File: src/rtl/div_repsub_if.sv
// div_repsub_if: operand/result bus for the repeated-subtraction divider.
//
// Parameter:
//   W          operand/result width (unsigned)
// Signals:
//   start      begin operation (driven by master)
//   data_in    operand bus: dividend, then divisor on the next cycle
//   quotient   quotient register (from divider)
//   remainder  running remainder register (from divider)
//   busy       divider is loading or subtracting
//   done       result valid
//   err        divide-by-zero flag, present only when DIV_ZERO_ERR_EN is defined
//
// Modports: master (harness side), slave (divider side).
interface div_repsub_if #(
    parameter int unsigned W = 16
) ();
    logic         start;
    logic [W-1:0] data_in;
    logic [W-1:0] quotient;
    logic [W-1:0] remainder;
    logic         busy;
    logic         done;
`ifdef DIV_ZERO_ERR_EN
    logic         err;
`endif

    modport master (
        output start,
        output data_in,
        input  quotient,
        input  remainder,
        input  busy,
`ifdef DIV_ZERO_ERR_EN
        input  err,
`endif
        input  done
    );

    modport slave (
        input  start,
        input  data_in,
        output quotient,
        output remainder,
        output busy,
`ifdef DIV_ZERO_ERR_EN
        output err,
`endif
        output done
    );
endinterface

File: src/rtl/div_repsub.sv
// div_repsub: sequential unsigned divider using repeated subtraction.
//
// Loads the dividend and then the divisor from bus.data_in on the two cycles
// after start is accepted, then subtracts the divisor once per cycle until the
// remainder is smaller than the divisor. A zero divisor finishes immediately
// with an all-ones quotient and the dividend as remainder.
//
// Optional feature macro: DIV_ZERO_ERR_EN (adds bus.err, high in DONE when the
// captured divisor was zero).
//
// Ports:
//   clk   rising-edge clock
//   rst   synchronous, active-high reset
//   bus   div_repsub_if.slave: start, data_in -> quotient, remainder, busy,
//         done (and err when DIV_ZERO_ERR_EN is defined)
module div_repsub #(
    parameter int unsigned W = 16
) (
    input logic        clk,
    input logic        rst,
    div_repsub_if.slave bus
);
    localparam logic [2:0] IDLE = 3'd0;
    localparam logic [2:0] LDA  = 3'd1;
    localparam logic [2:0] LDB  = 3'd2;
    localparam logic [2:0] SUB  = 3'd3;
    localparam logic [2:0] DONE = 3'd4;

    localparam logic [W-1:0] ONE = {{(W-1){1'b0}}, 1'b1};

    logic [2:0]   state_q, state_d;
    logic [W-1:0] r_q, r_d;
    logic [W-1:0] b_q, b_d;
    logic [W-1:0] q_q, q_d;

    always_comb begin
        state_d = state_q;
        r_d     = r_q;
        b_d     = b_q;
        q_d     = q_q;
        case (state_q)
            IDLE: begin
                if (bus.start) state_d = LDA;
            end
            LDA: begin
                r_d     = bus.data_in;
                state_d = LDB;
            end
            LDB: begin
                b_d     = bus.data_in;
                q_d     = '0;
                state_d = SUB;
            end
            SUB: begin
                if (b_q == '0) begin
                    q_d     = '1;
                    state_d = DONE;
                end else if (r_q >= b_q) begin
                    // Compare guards the subtraction, so it never underflows.
                    r_d = r_q - b_q;
                    q_d = q_q + ONE;
                end else begin
                    state_d = DONE;
                end
            end
            DONE: begin
                // A level-held start must not launch a second operation.
                if (!bus.start) state_d = IDLE;
            end
            default: state_d = IDLE;
        endcase
    end

    always_ff @(posedge clk) begin
        if (rst) begin
            state_q <= IDLE;
            r_q     <= '0;
            b_q     <= '0;
            q_q     <= '0;
        end else begin
            state_q <= state_d;
            r_q     <= r_d;
            b_q     <= b_d;
            q_q     <= q_d;
        end
    end

    assign bus.quotient  = q_q;
    assign bus.remainder = r_q;
    assign bus.busy      = (state_q == LDA) || (state_q == LDB) || (state_q == SUB);
    assign bus.done      = (state_q == DONE);
`ifdef DIV_ZERO_ERR_EN
    // Divisor register is held through DONE, so it still reflects this operation.
    assign bus.err       = (state_q == DONE) && (b_q == '0);
`endif
endmodule

File: src/flat_wrapper.sv
// flat-port wrapper written by rule: the top's interface ports become plain ports
module div_repsub_flat 
#(
    parameter int unsigned W = 16
)
  (clk, rst, bus_start, bus_data_in, bus_quotient, bus_remainder, bus_busy, bus_done);
  div_repsub_if #(.W(W)) bus_i ();
  input logic clk;
  input logic rst;
  input wire logic [$bits(bus_i.start)-1:0] bus_start;
  input wire logic [$bits(bus_i.data_in)-1:0] bus_data_in;
  output wire logic [$bits(bus_i.quotient)-1:0] bus_quotient;
  output wire logic [$bits(bus_i.remainder)-1:0] bus_remainder;
  output wire logic [$bits(bus_i.busy)-1:0] bus_busy;
  output wire logic [$bits(bus_i.done)-1:0] bus_done;
  assign bus_i.start = bus_start;
  assign bus_i.data_in = bus_data_in;
  assign bus_quotient = bus_i.quotient;
  assign bus_remainder = bus_i.remainder;
  assign bus_busy = bus_i.busy;
  assign bus_done = bus_i.done;
  div_repsub #(.W(W)) u_core (.clk(clk), .rst(rst), .bus(bus_i));
endmodule
File: config.mk
export PLATFORM = sky130hd
export DESIGN_NAME = div_repsub_flat
export DESIGN_NICKNAME = d
export VERILOG_FILES = /design/src/rtl/div_repsub_if.sv /design/src/rtl/div_repsub.sv /design/src/flat_wrapper.sv
export SDC_FILE = /design/constraint.sdc
export NUM_CORES = 1
export LEC_CHECK = 0
export ABC_AREA = 0
export CORE_MARGIN = 2
export CORE_UTILIZATION = 54
export CTS_CLUSTER_SIZE = 10
export DETAILED_ROUTE_END_ITERATION = 6
export GPL_ROUTABILITY_DRIVEN = 0
export PLACE_DENSITY = 0.81
export SLEW_MARGIN = 30
export SYNTH_ARGS = -nofsm -noshare
export SYNTH_HDL_FRONTEND = slang
export SYNTH_SLANG_ARGS = --single-unit
File: constraint.sdc
create_clock -name clk -period 2.9 [get_ports clk]
set_clock_uncertainty 0.1 [all_clocks]
set_input_delay 0.87 -clock clk [delete_from_list [all_inputs] [get_ports clk]]
set_output_delay 0.87 -clock clk [all_outputs]
set_load 0.02 [all_outputs]
==> flow_summary.yaml, run 1 <==
pwr:
  p_clk_share_pct: 11.9
  leakage_nw: 1.49
  seq_power_share_pct: 24.0
  ir_worst_vdd_mv: 0.472
  switchingPower_w: 0.00189
  power_switching_share_pct: 46.3
  combPwrFrac_pct: 64.1
  p_int_w: 0.00219
  powerDensity_nw_per_um2: 1030
logic_synthesis:
  synth-seq-cells: 51
  syn_area_per_cell_um2: 7.47
  syn-cell-area_um2: 3230
  ys_warn_count: 0
  syn_inst: 433
  synth-edff-count: 0
  synth-async-reset-ratio_pct: 0
  ys_types: 59
  synth_nets: 470
  synth_ff_type: "dfxtp_1"
  seq_area_frac_synth_pct: 31.6
timing:
  setup_violations: 0
  slew_violations: 0
  max_freq_ghz: 0.355
  fin_setup_tns_ns: 0
  setup_ws_ns: 0.0795
  worst_pin_slew_ns: 0.802
  min_period_ns: 2.82
  timing.final.crit_share_pct: 97.3
  finalHoldViolCount: 0
  slew_headroom_pct: 46.3
clock_tree:
  root_buffer: "clkbuf_8"
  cts_tree: "done"
  path_clk_slew_ns: 0.09
  clockBufferDepth: 2
  clock-sinks: 51
  clock_latency_ns: 0.31
  cts_buffers: 5
  htreeDepth: 2
grt:
  track_usage_pct: 26.7
  grt_pass1_wl_um: 13900
  grt_pass1_vias: 2982
  grt_max_degree: 48
  antenna_found_initial: 0
  overflow: 0
die:
  core-area_um2: 5850
  start_util_pct: 55.3
  die_h_um: 81.4
  die_area_um2: 6620
  fp.dieW_um: 81.4
  rows: 28
  io_pins: 53
drt:
  drc_errors: 0
  routed_wl_um: 8750
  dr.pass1.iters: 5
  num_vias: 3406
  ant_nets: 0
  vias_per_cell: 6.13
  initialDrtViolationCount: 295
  wl_per_cell_um: 15.7
worst_setup_path:
  worst-setup-path-type: "register to register"
  reg2reg_to: "u_core.bus.remainder[8]"
  cp.required_ns: 3.01
  cp.arrival_ns: 2.93
  r2r_slack_ns: 0.08
  reg2regPathDepth: 11
  start_kind: "register"
  endpoint_kind: "register"
  cp_max_fo: 17
  reg2reg_from: "u_core.bus.remainder[0]"
hold_path:
  holdPathStages: 2
  hp-start: "u_core.b_q[3]"
  hold_class: "register to register"
  holdPathEnd: "u_core.b_q[3]"
final_layout:
  synthToLayoutAreaGrowth_pct: 21.9
  fin_cells: 556
  utilization_pct: 67.4
  final_cell_area_um2: 3940
  final_cell_mix: "nand2_1 (69), clkdlybuf4s50_1 (52), dfxtp_1 (51)"
  fin_nets: 518
  layout.cells.most_common: "nand2_1"
  n_fill_cell: 504
  antenna_cells: 0
  drive_above_1_share_pct: 5.82
placed_design:
  post-place-cells: 548
  place_area_um2: 3810
  port_buffers: 52
  dp_hpwl_um: 6250
  pre_cts_slack_ns: 0.110
status:
  status: "complete, no violations"
run:
  max_cap_viol_count: 0
==> metrics by stage <==
stage / hold slack, ns / power (W)
after floorplan: 0.349 / 0.00287
after global placement: 0.360 / 0.00346
after detailed placement: 0.368 / 0.00352
after CTS: 0.381 / 0.00402
after global routing: 0.399 / 0.00439
final: 0.381 / 0.00408
==> timing repair <==
| item | 4_1_cts | 5_1_grt |
|---|---|---|
| hold endpoints to repair | 0 | 0 |
| buffers inserted | 0 | 1 |
| hold buffers | 0 | 0 |
| endpoints found under the setup margin | 0 | 23 |
| resized for setup | 0 | 5 |
==> synth_stat cells (4+ instances only) <==
library cell  instances  area share (%)
a211oi_1              4            0.93
a21o_1                6             1.4
a21oi_1              46             7.1
a22o_1                5             1.4
a311oi_1             10             2.7
a31oi_1               4            0.77
and3_1                5            0.97
clkbuf_1             14             1.6
dfxtp_1              51              32
ha_1                 17             6.6
inv_1                30             3.5
nand2_1              69             8.0
nand2b_1              6             1.2
nand3_1              12             1.9
nand4_1               5            0.97
nor2_1               36             4.2
nor3_1                9             1.4
nor4_1                5            0.97
o211ai_1              4            0.93
o21ai_0              23             3.6
o22ai_1               6             1.2
xnor2_1               5             1.4
xor2_1                4             1.1
==> logic make-up after synthesis <==
| group | share of synthesized area (%) |
|---|---|
| multiplexers | 0.309 |
| adder cells (fa/ha/maj) | 7.20 |
| AO/OA/AOI/OAI | 29.2 |
| XOR/XNOR | 2.44 |
| flip-flops | 31.6 |
| buffers and inverters | 6.61 |
| AND/OR/NAND/NOR | 22.7 |
==> power by group through the flow <==
| stage | combinational, W | sequential [W] | clock (W) |
|---|---|---|---|
| after floorplan | 0.00180 | 0.00107 | 0 |
| after global placement | 0.00247 | 0.000984 | 0 |
| after detailed placement | 0.00253 | 0.000991 | 0 |
| after CTS | 0.00254 | 0.000975 | 0.000499 |
| after global routing | 0.00287 | 0.000998 | 0.000522 |
| final | 0.00261 | 0.000977 | 0.000487 |
==> worst max path at each step <==
stage                                    to  slack (ns)                     from  depth (start not counted)
floorplan           u_core.bus.quotient[10]        0.19  u_core.bus.remainder[0]                         11
global placement     u_core.bus.quotient[6]        0.18  u_core.bus.remainder[0]                         11
detailed placement  u_core.bus.remainder[4]        0.11  u_core.bus.remainder[0]                         11
CTS                 u_core.bus.remainder[8]        0.05  u_core.bus.remainder[0]                         11
global route        u_core.bus.remainder[4]       -0.03  u_core.bus.remainder[0]                         11
finish              u_core.bus.remainder[8]        0.08  u_core.bus.remainder[0]                         11
==> critical path, cell delays in order (launching register included) <==
cell and delay (ns):
dfxtp_1 0.36, inv_1 0.05, ha_1 0.22, fa_2 0.38
nor2b_2 0.18, o31ai_1 0.10, a31o_2 0.24, a2111o_1 0.49
nand2_2 0.12, buf_8 0.16, nor2_1 0.06, a311oi_1 0.26
==> final cells by class <==
cell class | count | area (um2) | area share, %
tap | 75 | 93.8 | 2.38
inverter | 30 | 113 | 2.86
multi-input combinational | 331 | 2000 | 50.9
clock buffer | 6 | 72.6 | 1.84
clock inverter | 1 | 30.0 | 0.762
sequential | 51 | 1020 | 25.9
timing repair buffer | 62 | 607 | 15.4
==> flip-flops by register name, summed over array words and instances, names as in the netlist <==
name,count
u_core.b_q,16
u_core.bus.quotient,16
u_core.bus.remainder,16
u_core.state_q,3
==> layer usage <==
layer	GRT usage (%)	vias up	share of wire, %
met5	0	-	0
met4	6.78	0	1.7
met3	4.78	17	6.8
met2	43.4	131	46
met1	36.5	1614	46
li1	-	1644	-
Power figures use the tool's default switching activity.
==> run 2: changes to the inputs <==
PLACE_DENSITY = default   (was 0.81)
PLACE_DENSITY_LB_ADDON = 0.2   (was default)
RECOVER_POWER = 25   (was default)
==> run 2 against run 1 <==
Against the previous run:
- total power down 0.25%
- clock power up 1%
- cell count up 0.36%
- wire length down 4.8%
- flip-flop and latch count unchanged
- setup slack better by 0.074 ns
- cell area up 0.44%
- die area unchanged
- first-iteration DRC count down 20%
- combinational power about the same
- sequential share of layout area down 0.11 points
- via count down 1.8%
- critical endpoint is now u_core.bus.quotient[8]
- largest cell class unchanged
- largest power group unchanged
- highest routed layer unchanged
==> flow_summary.yaml, run 2 (same netlist as run 1, synthesis figures left out) <==
pwr:
  ir_worst_vdd_mv: 0.539
  p_clk_share_pct: 12.1
  leakage_nw: 1.51
  powerDensity_nw_per_um2: 1030
  p_int_w: 0.00219
  seq_power_share_pct: 24.0
  combPwrFrac_pct: 63.9
  power_w: 0.00407
  power_switching_share_pct: 46.3
  switchingPower_w: 0.00188
die:
  rows: 28
  die_area_um2: 6620
  die_h_um: 81.4
  core-area_um2: 5850
  io_pins: 53
  start_util_pct: 55.3
  fp.dieW_um: 81.4
worst_setup_path:
  cp_num_buf_inv: 2
  crit_family: "compound AO/OA/AOI/OAI gates"
  max_stage_delay_ns: 0.40
  worst-setup-path-type: "register to register"
  cp.required_ns: 3.01
  cp.arrival_ns: 2.86
  crit_slowest_cell: "fa_1"
  cp_max_fo: 6
  start_kind: "register"
  crit_path_cell_trace: "inv_1, ha_1, fa_1, nor2b_2, o31ai_1, a31o_2, a21o_1, a31oi_4, buf_12, o22ai_1, a211o_1"
  endpoint_kind: "register"
drt:
  drc_errors: 0
  dr.pass1.iters: 4
  ant_nets: 0
  vias_per_cell: 5.99
  num_vias: 3345
  routed_wl_um: 8330
  wl_per_cell_um: 14.9
  initialDrtViolationCount: 237
grt:
  antenna_found_initial: 0
  grt_max_degree: 48
  track_usage_pct: 26.4
  overflow: 0
  grt_pass1_wl_um: 13800
  grt_pass1_vias: 2950
final_layout:
  fin_nets: 520
  layout.cells.most_common: "nand2_1"
  antenna_cells: 0
  n_fill_cell: 502
  drive_above_1_share_pct: 6.00
  final_cell_mix: "nand2_1 (69), dfxtp_1 (51), a21oi_1 (46), clkdlybuf4s50_1 (46), nor2_1 (36)"
  synthToLayoutAreaGrowth_pct: 22.4
  utilization_pct: 67.7
  final_cell_area_um2: 3960
clock_tree:
  path_clk_slew_ns: 0.10
  clock-sinks: 51
  cts_buffers: 5
  cts_tree: "done"
  clock_latency_ns: 0.31
  root_buffer: "clkbuf_8"
  htreeDepth: 2
  clockBufferDepth: 2
timing:
  slew_violations: 0
  fin_setup_tns_ns: 0
  timing.final.crit_share_pct: 94.7
  finalHoldViolCount: 0
  max_freq_ghz: 0.364
  slew_headroom_pct: 60.0
  setup_violations: 0
  min_period_ns: 2.75
  worst_pin_slew_ns: 0.599
  rsz0062_at_grt: "false"
hold_path:
  hold_class: "register to register"
placed_design:
  place_area_um2: 3810
  port_buffers: 52
  dp_hpwl_um: 5980
status:
  status: "complete, no violations"
run:
  max_cap_viol_count: 0
## run 2: changes by cell type in the layout (fill, tap and decap cells not counted)
cell	previous run	this run
buf_4	8	10
clkdlybuf4s50_1	52	46
fa_1	0	1
dlygate4sd3_1	0	6
buf_12	0	1
fa_2	1	0
buf_8	1	0
## run 2: power groups by stage
stage	combinational, W	clock [W]	sequential, W
floorplan	0.00180	0	0.00107
global placement	0.00248	0	0.000987
detailed placement	0.00253	0	0.000991
CTS	0.00254	0.000495	0.000976
global route	0.00287	0.000521	0.000996
finish	0.00260	0.000493	0.000976
## run 2: per-layer routing
layer	part of all wire (%)	vias to the layer above	GRT usage, %
li1	-	1652	-
met1	46	1570	36.1
met2	47	108	43.2
met3	5.9	15	3.89
met4	1.6	0	7.12
met5	0	-	0
## run 2: path summary, 6_finish.rpt
kind | start | end | slack (ns) | cells past startpoint
max reg2reg | u_core.bus.remainder[0] | u_core.bus.quotient[8] | 0.15 | 11
min reg2reg | u_core.b_q[14] | u_core.b_q[14] | 0.38 | 2
max | u_core.bus.remainder[0] | u_core.bus.quotient[8] | 0.15 | 11
min | u_core.b_q[14] | u_core.b_q[14] | 0.38 | 2
## run 2: final cells by class
| class | count | area [um2] | area share, % |
|---|---|---|---|
| clock buffers | 6 | 72.6 | 1.83 |
| clock inverters | 1 | 30.0 | 0.759 |
| inverters | 30 | 113 | 2.84 |
| multi-input cells | 331 | 2000 | 50.6 |
| flip-flops and latches | 51 | 1020 | 25.8 |
| well taps | 75 | 93.8 | 2.37 |
| repair buffers | 64 | 627 | 15.8 |
## run 2: worst reg2reg max path: stages (launching register included)
cell     delay (ns)
dfxtp_1        0.36
inv_1          0.05
ha_1           0.21
fa_1           0.40
nor2b_2        0.17
o31ai_1        0.09
a31o_2         0.24
a21o_1         0.23
a31oi_4        0.29
buf_12         0.15
o22ai_1        0.07
a211o_1        0.30
## run 2: through the flow
step | instances | setup slack [ns] | hold WS [ns]
after floorplan | 433 | 0.195 | 0.349
after global placement | 548 | 0.170 | 0.363
after detailed placement | 548 | 0.102 | 0.370
after CTS | 555 | 0.0846 | 0.386
after global routing | 558 | 0.0145 | 0.403
final | 558 | 0.154 | 0.383
## run 2: timing repair
| item | in CTS | in global routing |
|---|---|---|
| setup endpoints to repair | 0 | 21 |
| hold buffers | 0 | 0 |
| gates resized for setup | 0 | 2 |
| setup buffers | 0 | 3 |
